File: config.mk
export PLATFORM = sky130hd
export DESIGN_NAME = pc_fetch
export DESIGN_NICKNAME = d
export VERILOG_FILES = /design/src/rtl/pc_fetch.sv
export SDC_FILE = /design/constraint.sdc
export NUM_CORES = 1
export LEC_CHECK = 0
export BUFFER_PORTS_ARGS = -buffer_cell sky130_fd_sc_hd__buf_2
export CORE_MARGIN = 3
export CORE_UTILIZATION = 28
export CTS_CLUSTER_DIAMETER = 80
export DETAILED_ROUTE_END_ITERATION = 6
export PLACE_DENSITY = 0.61
export SYNTH_ARGS = -nofsm -noshare
export SYNTH_HDL_FRONTEND = slang
export SYNTH_SLANG_ARGS = --single-unit
File: constraint.sdc
create_clock -name clk -period 2.65 [get_ports clk]
set_clock_uncertainty 0.2 [all_clocks]
set_input_delay 0.53 -clock clk [delete_from_list [all_inputs] [get_ports clk]]
set_output_delay 0.53 -clock clk [all_outputs]
set_load 0.02 [all_outputs]
File: src/rtl/pc_fetch.sv
// Instruction fetch: PC register plus IF/ID pipeline register; optional perf counter under FETCH_PERF_CNT_EN.
// Latency: one cycle from pc to IF/ID; every output is registered.
// Backpressure: stall holds pc and IF/ID; flush overrides stall, reloads pc and inserts a bubble.
module pc_fetch #(
  parameter logic [7:0]  RESET_PC  = 8'h00,
  parameter logic [31:0] NOP_INSTR = 32'h0000_0000
) (
  input  logic        clk,
  input  logic        reset_n,
  input  logic [7:0]  new_address,
  input  logic        stall,
  input  logic        flush,
  input  logic [31:0] imem_data,
  output logic [7:0]  pc,
  output logic [7:0]  ifid_pc,
  output logic [31:0] ifid_instr,
  output logic        ifid_valid
`ifdef FETCH_PERF_CNT_EN
  ,
  output logic [15:0] fetch_count
`endif
);

  typedef enum logic {RUN, HOLD} mode_e;

  mode_e mode;
  logic  fetch_vld;

  // Only stall without flush holds the stage; flush always reloads.
  always_comb begin
    mode = RUN;
    if (stall && !flush) mode = HOLD;
    fetch_vld = (mode == RUN) && !flush;
  end

  always_ff @(posedge clk) begin
    if (!reset_n) begin
      pc         <= RESET_PC;
      ifid_pc    <= 8'h00;
      ifid_instr <= NOP_INSTR;
      ifid_valid <= 1'b0;
    end else if (mode == RUN) begin
      pc         <= new_address;
      ifid_pc    <= pc;
      ifid_instr <= fetch_vld ? imem_data : NOP_INSTR;
      ifid_valid <= fetch_vld;
    end
  end

`ifdef FETCH_PERF_CNT_EN
  always_ff @(posedge clk) begin
    if (!reset_n)
      fetch_count <= 16'h0000;
    else if (fetch_vld && fetch_count != 16'hFFFF)
      fetch_count <= fetch_count + 16'h0001;
  end
`endif

endmodule

### After elaboration in Yosys (flattened, before gate mapping)

Index checks and enable logic that the tools add are counted.

| word-level totals | value |
|---|---|
| register bits | 49 |

| operators by class | value |
|---|---|
| reductions and logical operators | 3 |
| bitwise logic cells | 1 |
| muxes and demuxes | 2 |

Operators by type and width:

| operator | count |
|---|---|
| two-way mux 32 bit | 1 |
| logical AND 1 bit | 2 |
| logical NOT 1 bit | 1 |
| two-way mux 1 bit | 1 |
| NOT 1 bit | 1 |

### Longest topological paths before layout

| depth | value |
|---|---|
| depth after elaboration | 6 |
| depth in mapped cells | 5 |

### Worst setup path after synthesis

No wires, ideal clock.

| timing | value |
|---|---|
| path type | input port to flip-flop |
| from | input port stall |
| to | register pc[0] |
| data required time | 2378 ps |
| setup time | 72 ps |
| stages on the path | 5 |
| data arrival time | 1212 ps |
| setup slack | 1166 ps |
| cell sequence | buf_6 nor2b_4 buf_6 buf_6 mux2i_1 |

| on the way | value |
|---|---|
| cells in the longest elaborated chain, start to end | 2 |

RTL lines:

| what | line | source |
|---|---|---|
| from (decl) | 11 | `input logic stall,` |
| logical AND 1 bit | 32 | `if (stall && !flush) mode = HOLD;` |
| two-way mux 1 bit | 32 |  |
| to (signal assigned) | 43 | `pc <= new_address;` |
| to (decl) | 14 | `output logic [7:0] pc,` |

No other way between the ends.
A chain may end at the register's enable or synchronous reset.

### Final worst setup path

| timing | value |
|---|---|
| from | register ifid_pc[3] |
| to | output port ifid_pc[3] |

RTL lines:

| what | line | source |
|---|---|---|
| from (decl) | 15 | `output logic [7:0] ifid_pc,` |
| from (signal assigned) | 44 | `ifid_pc <= pc;` |

No word-level cell between the ends.

==> results.yml <==
status:
  status: "complete, no violations"
global_route:
  antenna_found_initial: 0
  grt.total_usage_pct: 10.3
  grt_max_degree: 34
  grt_pass1_wl_mm: 6.08
  grt-ovfl-total: 0
  grt_pass1_vias: 1381
clock_network:
  ctsRootBufferMaster: "clkbuf_8"
  cts_resized: 0
  hold_buffers: 0
  cts_tree: "done"
  htreeDepth: 2
  cts_buffer_depth: 2
  cts-buffers-inserted: 5
  postCtsSetupBuffers: 0
  cts_sinks: 49
  clkLatencyLatePin_ns: 0.29
  cts.clk_slew.worst_paths_ns: 0.09
pwr:
  p_leak_nw: 1.23
  irDropWorstVdd_mv: 0.217
  p_per_area_nw_per_um2: 592
yosys:
  ys_seq_area_share_pct: 54.9
  synth_fp_nets: 214
  synthTopCellsByArea: "dfxtp_1 (55%), mux2i_1 (27%), nor2_1 (6.7%)"
  synth-seq-cells: 49
  yosys_warnings: 0
  synth.avg_cell_area_um2: 10.5
  yosysTopAreaCell: "dfxtp_1"
  netlist_instances: 170
  syn_area_um2: 1790
  yosysTopAreaCellShare_pct: 54.9
  ys_types: 12
critical_path:
  crit_fanout: 2
  max_stage_delay_ns: 0.35
  cp_num_buf_inv: 1
  r2r_slack_ns: 1.82
  cp.arrival_ns: 0.82
  path_delay_family: "flip-flops"
  cp_slowest_cell: "dfxtp_1"
  path_cells: "buf_2"
  critPathCaptureType: "output port"
  critical_path_required_ns: 1.92
  start_kind: "flop"
  path_class: "reg -> out"
min_path:
  hp-class: "reg -> reg"
timing:
  timing.slew.headroom_pct: 61.5
  rsz0062_at_grt: "false"
  fin_tns_setup_ns: 0
  tightest_slew_ns: 0.577
  hold_viol: 0
  post-route-period-util_pct: 58.6
  worst_slack_ns: 1.10
  report.final.slew_viol_count: 0
  timing.hold.ws_ns: 0.255
  setup_viol: 0
  fmax_ghz: 0.644
  finalCriticalPeriod_ns: 1.55
die:
  core_area_um2: 6060
  die_h_um: 85.9
  dieArea_um2: 7380
  io_pins: 93
  die_w_um: 85.9
  rows: 28
  start_util_pct: 29.5
routing:
  via_per_inst: 4.23
  routed-via-count: 1418
  drtIter0Drc: 18
  dr.pass1.iters: 4
  drt-total-wl_mm: 3.65
  wl_per_cell_um: 10.9
  ant_nets: 0
  drc: 0
finish:
  ff_latch_area_um2: 981
  fin_util_pct: 39.1
  final_cell_mix: "buf_2 (92), dfxtp_1 (49), mux2i_1 (48)"
  final_common_cell: "buf_2"
  multi_input_area_um2: 716
  diodes: 0
  syn2layout_area_growth_pct: 32.5
  fillers: 649
  nets: 303
  drive_gt1_share_pct: 40.0
  fin_area_um2: 2370
place:
  hpwlAfterDp_mm: 2.78
  dp_slack_ns: 0.862
  post_dp_cell_area_um2: 2280
  gp_congestion: 0.652
  io_buffers: 92
run:
  cap_violations: 0
[cell usage after synthesis]
library cell,n
buf_4,2
buf_2,6
inv_1,1
nor2b_4,1
dfxtp_1,49
buf_6,3
mux2i_1,48
nand2_1,24
a21oi_1,1
nand2b_1,1
nor2_1,32
clkbuf_1,2
[worst min-delay path, delay by kind of cell, from the launching register on]
kind                   cells  cell delay, ns
AOI/OAI and AO/OA          1            0.05
buffers and inverters      1            0.05
DFF                        1            0.32
[metrics by stage]
stage | instances | power (mW)
finish | 335 | 1.40
global route | 335 | 1.49
CTS | 335 | 1.44
detailed placement | 327 | 0.993
global placement | 327 | 0.990
floorplan | 170 | 0.923
[final cells by class]
cell class                 count  share of cell area, %
tap                           75                   3.96
timing repair buffer          95                   20.4
multi-input combinational    107                   30.2
clock inverter                 3                  0.899
inverter                       1                  0.159
sequential                    49                   41.4
clock buffer                   5                   2.91
[flip-flops by register name, summed over array words and instances (netlist names)]
name,flops
ifid_instr,32
ifid_pc,8
ifid_valid,1
pc,8
[routing by layer]
metal | vias to the layer above | GRT usage [%] | part of all wire, %
li1 | 728 | - | -
met1 | 626 | 12.5 | 44
met2 | 62 | 16.0 | 44
met3 | 2 | 5.09 | 12
met4 | 0 | 3.45 | 0.60
met5 | - | 0 | 0
[report_power, final]
| part | internal, mW | switching [mW] |
|---|---|---|
| combinational | 0.0830 | 0.107 |
| clock | 0.187 | 0.243 |
| sequential | 0.767 | 0.0140 |
| total | 1.04 | 0.364 |
[kinds of logic (layout without fill, tap and decap cells)]
family          Yosys count  in the layout  share of synthesized area, %
simple gates             58             58                          12.9
buf+inv                  14            104                          5.04
mux                      48             48                          26.9
flops                    49             49                          54.9
compound gates            1              1                         0.280
[worst paths after layout]
check | start | endpoint | cells after the start
worst max-delay path | ifid_pc[3]$_SDFFE_PN0N_ | ifid_pc[3] | 1
worst min-delay path | ifid_valid$_SDFFE_PN0N_ | ifid_valid$_SDFFE_PN0N_ | 2
worst max register to register | pc[7]$_SDFFE_PN0N_ | pc[7]$_SDFFE_PN0N_ | 2
worst min register to register | ifid_valid$_SDFFE_PN0N_ | ifid_valid$_SDFFE_PN0N_ | 2
No activity file was read; power rests on OpenSTA's default activity.
